$ cat src/rtl/uart_tx_fifo.sv
// uart_tx_fifo
//   Takes byte writes from the memory-access stage, buffers them in a FIFO and
//   sends each byte on a single TX line as an 8N1 frame, LSB first. Writers are
//   never stalled. A write that finds the FIFO full is dropped and sets a sticky
//   overflow flag.
//
// Parameters
//   CLK_FREQ    core clock in Hz
//   BAUD_RATE   line rate; BIT_CYCLES = CLK_FREQ / BAUD_RATE, must be >= 2
//   FIFO_DEPTH  byte entries; power of two, >= 2
//
// Ports
//   clk       in   core clock, rising edge
//   rst       in   asynchronous, active-high reset
//   uart      in   byte to transmit, sampled when uart_we = 1
//   uart_we   in   push request, one byte per cycle
//   ovf_clr   in   clears the overflow flag; a drop in the same cycle wins
//   txd       out  registered serial line, idle high
//   busy      out  a frame is on the line or the FIFO is non-empty
//   full      out  FIFO holds FIFO_DEPTH entries
//   level     out  FIFO occupancy, 0..FIFO_DEPTH
//   overflow  out  sticky: at least one push was dropped
module uart_tx_fifo #(
    parameter int CLK_FREQ   = 50_000_000,
    parameter int BAUD_RATE  = 115_200,
    parameter int FIFO_DEPTH = 16
) (
    input  logic                          clk,
    input  logic                          rst,
    input  logic [7:0]                    uart,
    input  logic                          uart_we,
    input  logic                          ovf_clr,
    output logic                          txd,
    output logic                          busy,
    output logic                          full,
    output logic [$clog2(FIFO_DEPTH):0]   level,
    output logic                          overflow
);

    localparam int BIT_CYCLES = CLK_FREQ / BAUD_RATE;
    localparam int AW         = $clog2(FIFO_DEPTH);
    localparam int LW         = AW + 1;
    localparam int CW         = (BIT_CYCLES > 2) ? $clog2(BIT_CYCLES) : 1;

    generate
        if (BIT_CYCLES < 2 || FIFO_DEPTH < 2 ||
            (FIFO_DEPTH & (FIFO_DEPTH - 1)) != 0) begin : g_param_check
            $fatal(1, "uart_tx_fifo: BIT_CYCLES must be >= 2 and FIFO_DEPTH a power of two >= 2");
        end
    endgenerate

    typedef enum logic [1:0] {
        S_IDLE,
        S_START,
        S_DATA,
        S_STOP
    } state_t;

    // FIFO storage and pointers; the extra pointer bit tells full from empty.
    logic [7:0]    r_mem [FIFO_DEPTH];
    logic [AW:0]   r_wr_ptr;
    logic [AW:0]   r_rd_ptr;
    logic [LW-1:0] w_level;
    logic          w_full;
    logic          w_empty;
    logic          w_push;
    logic          w_pop;
    logic          r_ovf;

    // Transmitter state
    state_t        r_state;
    state_t        w_state_nxt;
    logic [CW-1:0] r_bcnt;
    logic [CW-1:0] w_bcnt_nxt;
    logic [2:0]    r_bit;
    logic [2:0]    w_bit_nxt;
    logic [7:0]    r_shift;
    logic [7:0]    w_shift_nxt;
    logic          r_txd;
    logic          w_txd_nxt;
    logic          w_bit_end;

    assign w_level   = r_wr_ptr - r_rd_ptr;
    assign w_full    = (w_level == LW'(FIFO_DEPTH));
    assign w_empty   = (w_level == '0);
    // A full FIFO still takes a byte when the transmitter pops in the same cycle.
    assign w_push    = uart_we && (!w_full || w_pop);
    assign w_bit_end = (r_bcnt == CW'(BIT_CYCLES - 1));

    // FIFO pointers and sticky overflow
    always_ff @(posedge clk or posedge rst) begin
        if (rst) begin
            r_wr_ptr <= '0;
            r_rd_ptr <= '0;
            r_ovf    <= 1'b0;
        end else begin
            if (w_push) begin
                r_wr_ptr <= r_wr_ptr + 1'b1;
            end
            if (w_pop) begin
                r_rd_ptr <= r_rd_ptr + 1'b1;
            end
            // A drop in the same cycle as a clear leaves the flag set.
            if (uart_we && !w_push) begin
                r_ovf <= 1'b1;
            end else if (ovf_clr) begin
                r_ovf <= 1'b0;
            end
        end
    end

    // Storage needs no reset; stale entries are never read.
    always_ff @(posedge clk) begin
        if (w_push) begin
            r_mem[r_wr_ptr[AW-1:0]] <= uart;
        end
    end

    // Transmitter state register
    always_ff @(posedge clk or posedge rst) begin
        if (rst) begin
            r_state <= S_IDLE;
            r_bcnt  <= '0;
            r_bit   <= '0;
            r_txd   <= 1'b1;
        end else begin
            r_state <= w_state_nxt;
            r_bcnt  <= w_bcnt_nxt;
            r_bit   <= w_bit_nxt;
            r_txd   <= w_txd_nxt;
        end
    end

    always_ff @(posedge clk) begin
        r_shift <= w_shift_nxt;
    end

    // Next-state logic. w_txd_nxt is the line level for the cycle after the
    // edge, so txd changes exactly on bit boundaries.
    always_comb begin
        w_state_nxt = r_state;
        w_bcnt_nxt  = r_bcnt;
        w_bit_nxt   = r_bit;
        w_shift_nxt = r_shift;
        w_txd_nxt   = r_txd;
        w_pop       = 1'b0;

        case (r_state)
            S_IDLE: begin
                w_txd_nxt = 1'b1;
                if (!w_empty) begin
                    w_pop       = 1'b1;
                    w_shift_nxt = r_mem[r_rd_ptr[AW-1:0]];
                    w_state_nxt = S_START;
                    w_bcnt_nxt  = '0;
                    w_txd_nxt   = 1'b0;
                end
            end

            S_START: begin
                if (w_bit_end) begin
                    w_state_nxt = S_DATA;
                    w_bcnt_nxt  = '0;
                    w_bit_nxt   = '0;
                    w_txd_nxt   = r_shift[0];
                    w_shift_nxt = {1'b0, r_shift[7:1]};
                end else begin
                    w_bcnt_nxt = r_bcnt + CW'(1);
                end
            end

            S_DATA: begin
                if (w_bit_end) begin
                    w_bcnt_nxt = '0;
                    if (r_bit == 3'd7) begin
                        w_state_nxt = S_STOP;
                        w_txd_nxt   = 1'b1;
                    end else begin
                        w_bit_nxt   = r_bit + 3'd1;
                        w_txd_nxt   = r_shift[0];
                        w_shift_nxt = {1'b0, r_shift[7:1]};
                    end
                end else begin
                    w_bcnt_nxt = r_bcnt + CW'(1);
                end
            end

            S_STOP: begin
                if (w_bit_end) begin
                    w_bcnt_nxt = '0;
                    // Chain straight into the next start bit when data waits.
                    if (!w_empty) begin
                        w_pop       = 1'b1;
                        w_shift_nxt = r_mem[r_rd_ptr[AW-1:0]];
                        w_state_nxt = S_START;
                        w_txd_nxt   = 1'b0;
                    end else begin
                        w_state_nxt = S_IDLE;
                        w_txd_nxt   = 1'b1;
                    end
                end else begin
                    w_bcnt_nxt = r_bcnt + CW'(1);
                end
            end

            default: begin
                w_state_nxt = S_IDLE;
                w_bcnt_nxt  = '0;
                w_txd_nxt   = 1'b1;
            end
        endcase
    end

    assign txd      = r_txd;
    assign busy     = (r_state != S_IDLE) || !w_empty;
    assign full     = w_full;
    assign level    = w_level;
    assign overflow = r_ovf;

endmodule

$ cat config.mk
export PLATFORM = sky130hd
export DESIGN_NAME = uart_tx_fifo
export DESIGN_NICKNAME = d
export VERILOG_FILES = /design/src/rtl/uart_tx_fifo.sv
export SDC_FILE = /design/constraint.sdc
export NUM_CORES = 1
export LEC_CHECK = 0
export BUFFER_PORTS_ARGS = -buffer_cell sky130_fd_sc_hd__clkbuf_2
export CAP_MARGIN = 30
export CORE_ASPECT_RATIO = 0.75
export CORE_UTILIZATION = 45
export DETAILED_ROUTE_END_ITERATION = 6
export SYNTH_ARGS = -nofsm -noshare
export SYNTH_HDL_FRONTEND = slang
export SYNTH_SLANG_ARGS = --single-unit
$ cat constraint.sdc
create_clock -name clk -period 3.4 [get_ports clk]
set_input_delay 0 -clock clk [delete_from_list [all_inputs] [get_ports clk]]
set_output_delay 0 -clock clk [all_outputs]
set_load 0.02 [all_outputs]
After elaboration in Yosys (flattened, before gate mapping)
Memories as Yosys holds them, arrays and structs flattened.
Index checks and enable logic that the tools add are counted.
{ "classes": {"n_addsub": 5, "n_eq_ne": 12, "n_mux": 33, "reduce_logical": 17} }
{ "ops": {"columns": ["cell", "count"], "rows": [
  ["$mux 8", 5],
  ["$pmux 8 s4", 1],
  ["$mux 9", 2],
  ["$pmux 9 s2", 1],
  ["$mux 1", 12],
  ["$ne 2x2->1 const B", 6],
  ["$add 5x1->5 const B", 2],
  ["$mux 2", 5],
  ["$add 9x1->9 const B", 1],
  ["$eq 9x9->1 const B", 1],
  ["$mux 3", 3],
  ["$pmux 2 s4", 1],
  ["$reduce_and 4->1", 2],
  ["$pmux 3 s2", 1],
  ["$reduce_bool 2->1", 3],
  ["$eq 5x5->1 const B", 1],
  ["$logic_not 5->1", 1],
  ["$reduce_and 5->1", 1],
  ["$sub 5x5->5", 1],
  ["$eq 2x2->1 const B", 2],
  ["$pmux 1 s4", 1],
  ["$add 3x1->3 const B", 1],
  ["$eq 3x3->1 const B", 1],
  ["$logic_not 1->1", 3],
  ["other kinds (7)", 9]
]} }
{ "word_totals": {"ff_bits": 34, "mem_bits_rw": 128, "input_bits": 12, "out_inout_bits": 9, "word_cells": 76, "n_memories": 1} }
{ "mem_list": {"columns": ["name", "words", "width", "read_ports", "rd_clocked_by_memory_dff", "write_ports", "line_no", "text"], "rows": [
  ["r_mem", 16, 8, 1, 0, 1, "60", "logic [7:0] r_mem [FIFO_DEPTH];"]
]} }

Logic depth before layout (Yosys ltp)
{ "logic_depth": {"ltp_word": 10, "mapped_depth": 10, "mapped_depth_nobuf": 10} }

Worst setup path after synthesis
OpenSTA, ideal clock, no wires.
{ "synth_path": {"path_type": "reg-to-reg", "start": "register r_wr_ptr[0]", "end": "memory r_mem[2][0] (enable)", "setup_ps": 395, "arrival_time_ps": 3182, "slack_ps": -177, "path_stages_with_launch": 10, "path_buffers": 1, "period_less_slack_ps": 3577, "path_cell_list": "dfrtp_1 inv_1 ha_1 fa_1 xnor2_1 a211oi_1 nor2_2 nor3_4 buf_2 nor4_1"} }
{ "synth_via": {"elab_chain_len": 9} }
{ "synth_rtl": {"columns": ["item", "line_no", "text"], "rows": [
  ["from (decl)", "61", "logic [AW:0] r_wr_ptr;"],
  ["from (signal assigned)", "98", "r_wr_ptr <= r_wr_ptr + 1'b1;"],
  ["$sub 5x5->5 (*)", "83", "assign w_level = r_wr_ptr - r_rd_ptr;"],
  ["named net level[2]", "36", "output logic [$clog2(FIFO_DEPTH):0] level,"],
  ["$logic_not 5->1", "85", "assign w_empty = (w_level == '0);"],
  ["$mux 1", "151, 192", null],
  ["$mux 1", "189", "if (w_bit_end) begin"],
  ["$pmux 1 s2", "148", "case (r_state)"],
  ["$logic_or 1x1->1 (*)", "87", "assign w_push = uart_we && (!w_full || w_pop);"],
  ["$logic_and 1x1->1 (*)", "87", null],
  ["$mux 1 (*)", "114", "if (w_push) begin"],
  ["$mux 1 (not written as such) (*)", "115", "r_mem[r_wr_ptr[AW-1:0]] <= uart;"],
  ["to (decl)", "60", null]
]} }
The timed path passes the listed nets; every way through them passes the cells marked *.

Worst setup path in the final report
{ "layout_path": {"start": "register r_wr_ptr[0]", "end": "register r_ovf, in the netlist overflow"} }
{ "layout_via": {"elab_chain_len": 10} }
{ "layout_rtl": {"columns": ["item", "line_no", "text"], "rows": [
  ["$sub 5x5->5 (*)", "83", null],
  ["$logic_not 5->1", "85", null],
  ["$mux 1", "151, 192", null],
  ["$mux 1", "189", null],
  ["$pmux 1 s2", "148", null],
  ["$logic_or 1x1->1 (*)", "87", null],
  ["$logic_and 1x1->1 (*)", "87", null],
  ["$logic_not 1->1 (*)", "104", "if (uart_we && !w_push) begin"],
  ["$logic_and 1x1->1 (*)", "104", null],
  ["$mux 1 or $reduce_bool 2->1 (tied branches)", null, null],
  ["to (signal assigned)", "95", "r_ovf <= 1'b0;"],
  ["to (signal assigned)", "105", "r_ovf <= 1'b1;"],
  ["to (signal assigned)", "107", "r_ovf <= 1'b0;"],
  ["to (decl)", "68", "logic r_ovf;"]
]} }
Every way passes the cells marked *; elsewhere a longest branch is shown, timed or not.
A chain may end at the register's enable or synchronous reset.

==> results.py <==
metrics = {
    "hold_path": {
        "whs_endpoint": "r_mem[7][5]$_DFFE_PP_",
        "timing.hold.worst.class": "in -> reg",
        "holdCritStartpoint": "uart[5]",
        "min_delay_path_depth": 1,
    },
    "final_layout": {
        "drive_gt1_share_pct": 27.7,
        "final_cells": 666,
        "net_count_reported_at_finish": 484,
        "mostFrequentLayoutCell": "sky130_fd_sc_hd__edfxtp_1",
        "multiInputGateArea_um2": 2070,
        "flow.area_growth_from_synthesis_pct": 15.7,
        "sequential_cell_area_um2": 4740,
        "layout_common_cells": "sky130_fd_sc_hd__edfxtp_1 (136), sky130_fd_sc_hd__mux4_2 (40), sky130_fd_sc_hd__dfrtp_1 (24)",
        "fillers": 1199,
        "antenna_cells": 0,
        "stdcell_area_um2": 8030,
    },
    "clock_network": {
        "post_cts.resized_instances": 0,
        "clock_tree.htree_level_count": 4,
        "cts_inserted_buffers": 17,
        "insertion_delay_ns": 0.43,
        "path_clk_slew_ns": 0.07,
        "clk_path_buf_depth": 2,
        "clkSinkCount": 162,
        "cts_tree": "yes",
        "cts_root_buf": "sky130_fd_sc_hd__clkbuf_16",
    },
    "worst_setup_path": {
        "critPathSlowestCell": "sky130_fd_sc_hd__dlygate4sd3_1",
        "cp_top_family": "buffers and inverters",
        "critical_path.max_stage_delay_ns": 0.57,
        "critical_path.reg2reg.endpoint": "overflow$_DFFE_PP0P_",
        "endpoint_kind": "register",
        "regToRegSetupSlack_ns": 0.28,
        "crit_path_start_kind": "register",
        "cp_num_buf_inv": 3,
        "cp_max_fo": 7,
        "worst-endpoint-arrival_ns": 3.43,
        "crit_type": "reg -> reg",
        "worstRegToRegCells": 10,
        "worstPathCellList": "inv_1 -> ha_1 -> fa_1 -> xnor2_1 -> a211oi_1 -> nor2_2 -> buf_4 -> o21a_1 -> o22ai_1 -> dlygate4sd3_1",
        "worstPathRequired_ns": 3.71,
        "worstReg2RegStart": "r_wr_ptr[0]$_DFFE_PP0P_",
    },
    "placed_design": {
        "placed_cell_area_um2": 7410,
        "placement.io_buffers": 20,
        "placed_cells": 630,
        "dpl.hpwl_mm": 9.54,
        "worst_setup_slack_post_dpl_ns": 0.367,
        "gp_congestion": 0.795,
    },
    "floorplan": {
        "io_pins": 21,
        "initial_core_util_pct": 47.0,
        "floorplan.rows": 38,
        "die_width_um": 145,
        "design.die.area_um2": 15900,
        "fp.coreArea_um2": 14800,
        "die_height_um": 110,
    },
    "timing": {
        "setup_viol_count_final": 0,
        "finalWorstSetupSlack_ns": 0.282,
        "slew_headroom_pct": 45.9,
        "report.final.hold_viol_count": 0,
        "min_cycle_time_layout_ns": 3.12,
        "min_period_over_period_pct": 91.7,
        "max_freq_ghz": 0.321,
        "setup_repair_after_global_routing_missed_its_margin": "no",
        "clock-skew-final_ns": 0.0161,
        "tightestPinTransition_ns": 0.803,
        "slew_violations": 0,
    },
    "power_and_ir_drop": {
        "powerDensity_nw_per_um2": 917,
        "p_seq_share_pct": 37.3,
        "power.share.clock_pct": 25.3,
        "cell_internal_pwr_mw": 4.79,
        "power_switching_share_pct": 35.0,
        "switching_power_of_the_nets_mw": 2.58,
        "pwr-share-comb_pct": 37.4,
        "p_leak_nw": 2.86,
        "vdd.ir_drop.worst_uv": 431,
    },
    "logic_synthesis": {
        "synth.yosys.seq_area_share_pct": 68.2,
        "number_of_enable_flip_flop_cells_after_synthesis": 136,
        "syn-num-nets": 433,
        "most_instantiated_flip_flop_cell_in_the_synthesis_netlist": "sky130_fd_sc_hd__edfxtp_1",
        "syn_area_per_cell_um2": 17.3,
        "synthDistinctLibCells": 49,
        "register_bit_count_reported_by_yosys": 162,
        "synthesis.yosys.warnings": 0,
        "netlist_area_um2": 6950,
        "async_flop_share_pct": 16.0,
        "gate_count_after_technology_mapping": 402,
    },
    "flow_run": {
        "drv_cap": 0,
    },
    "drt": {
        "drc_errors": 0,
        "routedWlPerCell_um": 21.4,
        "firstDrtPassIters": 5,
        "postRouteAntennaNets": 0,
        "drt-vias-per-instance": 5.53,
        "dr.first_iter.drc_count": 241,
        "route.vias.total": 3681,
        "finalWirelength_mm": 14.2,
    },
    "global_route": {
        "antenna_found_initial": 1,
        "globalRouteTotalUtil_pct": 19.8,
        "grt_pass1_wl_mm": 22.2,
        "grt_max_degree": 36,
        "total_global_routing_overflow": 0,
        "grt_pass1_vias": 3795,
    },
    "status": {
        "outcome": "finished clean",
    },
}
==> power groups by stage <==
stage,sequential (mW),clock [mW],combinational (mW)
finish,2.75,1.86,2.76
global route,2.78,1.97,3.02
CTS,2.75,1.90,2.79
floorplan,2.73,0,2.06
global placement,2.78,0,2.72
detailed placement,2.79,0,2.77
==> cell families after synthesis <==
group                      synth area share [%]
adders and majority gates                  3.53
xor gates and xnor gates                   1.87
AOI/OAI and AO/OA                          4.30
DFF                                        68.2
and+or+nand+nor                            6.39
buffers and inverters                      2.23
muxes                                      13.5
==> routing by layer <==
metal / up-vias / track usage (%) / wire length [um]
li1: 1683 / - / -
met3: 21 / 4.19 / 670
met1: 1900 / 27.7 / 6640
met2: 77 / 31.1 / 6760
met5: - / 0 / 0
met4: 0 / 7.29 / 166
==> layout make-up <==
class / instances / share of cell area (%)
Clock buffer: 19 / 5.64
Multi-Input combinational cell: 206 / 25.7
Tap cell: 200 / 3.11
Sequential cell: 162 / 59.0
Inverter: 20 / 0.934
Clock inverter: 13 / 1.57
Timing Repair Buffer: 46 / 4.05
==> worst max-delay path by stage <==
stage                                  startpoint  cells past startpoint                     end
after floorplan           r_wr_ptr[0]$_DFFE_PP0P_                      8   r_mem[0][0]$_DFFE_PP_
after global placement    r_wr_ptr[0]$_DFFE_PP0P_                     11  r_mem[11][3]$_DFFE_PP_
after detailed placement  r_wr_ptr[0]$_DFFE_PP0P_                     11   r_mem[7][5]$_DFFE_PP_
after CTS                 r_wr_ptr[0]$_DFFE_PP0P_                     10    overflow$_DFFE_PP0P_
after global routing      r_wr_ptr[0]$_DFFE_PP0P_                     10    overflow$_DFFE_PP0P_
final                     r_wr_ptr[0]$_DFFE_PP0P_                     10    overflow$_DFFE_PP0P_
==> Yosys cell counts (2+ instances only) <==
cell	number	share of area [%]
sky130_fd_sc_hd__o21ai_0	16	1.2
sky130_fd_sc_hd__nand3_1	9	0.65
sky130_fd_sc_hd__nand4_1	3	0.27
sky130_fd_sc_hd__nand2_1	19	1.0
sky130_fd_sc_hd__nor2_1	20	1.1
sky130_fd_sc_hd__ha_1	18	3.2
sky130_fd_sc_hd__o22ai_1	3	0.27
sky130_fd_sc_hd__and3_1	2	0.18
sky130_fd_sc_hd__buf_1	3	0.16
sky130_fd_sc_hd__nor2_2	2	0.18
sky130_fd_sc_hd__nor3_4	2	0.47
sky130_fd_sc_hd__dfrtp_1	25	9.0
sky130_fd_sc_hd__o21a_1	4	0.43
sky130_fd_sc_hd__buf_6	3	0.49
sky130_fd_sc_hd__clkbuf_1	6	0.32
sky130_fd_sc_hd__mux4_2	40	13
sky130_fd_sc_hd__a21oi_1	4	0.29
sky130_fd_sc_hd__nor3_1	11	0.79
sky130_fd_sc_hd__xnor2_1	7	0.88
sky130_fd_sc_hd__nand2b_1	4	0.36
sky130_fd_sc_hd__nor4_1	3	0.27
sky130_fd_sc_hd__or3_1	3	0.27
sky130_fd_sc_hd__inv_2	2	0.11
sky130_fd_sc_hd__edfxtp_1	136	59
sky130_fd_sc_hd__a211oi_1	2	0.22
sky130_fd_sc_hd__a22o_1	7	0.88
sky130_fd_sc_hd__o41ai_1	2	0.25
sky130_fd_sc_hd__nand3b_1	2	0.22
sky130_fd_sc_hd__inv_1	18	0.97
sky130_fd_sc_hd__a21o_1	2	0.22
sky130_fd_sc_hd__xor2_1	6	0.76
==> worst register-to-register path: stages, from the launching register on <==
cell and delay, ns:
sky130_fd_sc_hd__dfrtp_1 0.43, sky130_fd_sc_hd__inv_1 0.11, sky130_fd_sc_hd__ha_1 0.23, sky130_fd_sc_hd__fa_1 0.40, sky130_fd_sc_hd__xnor2_1 0.33, sky130_fd_sc_hd__a211oi_1 0.13, sky130_fd_sc_hd__nor2_2 0.19, sky130_fd_sc_hd__buf_4 0.17
sky130_fd_sc_hd__o21a_1 0.30, sky130_fd_sc_hd__o22ai_1 0.13, sky130_fd_sc_hd__dlygate4sd3_1 0.57
==> timing repair <==
action                                 in CTS  in global routing
buffers inserted                            0                  0
hold buffers                                4                  0
endpoints found under the hold margin      28                  0
==> sequential cells by signal, summed over array words and instances (netlist names), 2 cells and up <==
register  flops
r_bcnt        9
r_bit         3
r_mem       128
r_rd_ptr      5
r_shift       8
r_state       2
r_wr_ptr      5
==> through the flow <==
| stage | total power [mW] | utilization, % | TNS (ns) | hold slack, ns |
|---|---|---|---|---|
| floorplan | 4.79 | - | -0.105 | 0.0393 |
| global placement | 5.50 | 50.0 | 0 | 0.198 |
| detailed placement | 5.56 | 50.1 | 0 | -0.0551 |
| CTS | 7.44 | 54.3 | 0 | 0.0211 |
| global route | 7.77 | 54.3 | 0 | 0.0467 |
| finish | 7.37 | 54.3 | 0 | 0.0222 |
Power figures use the tool's default switching activity.
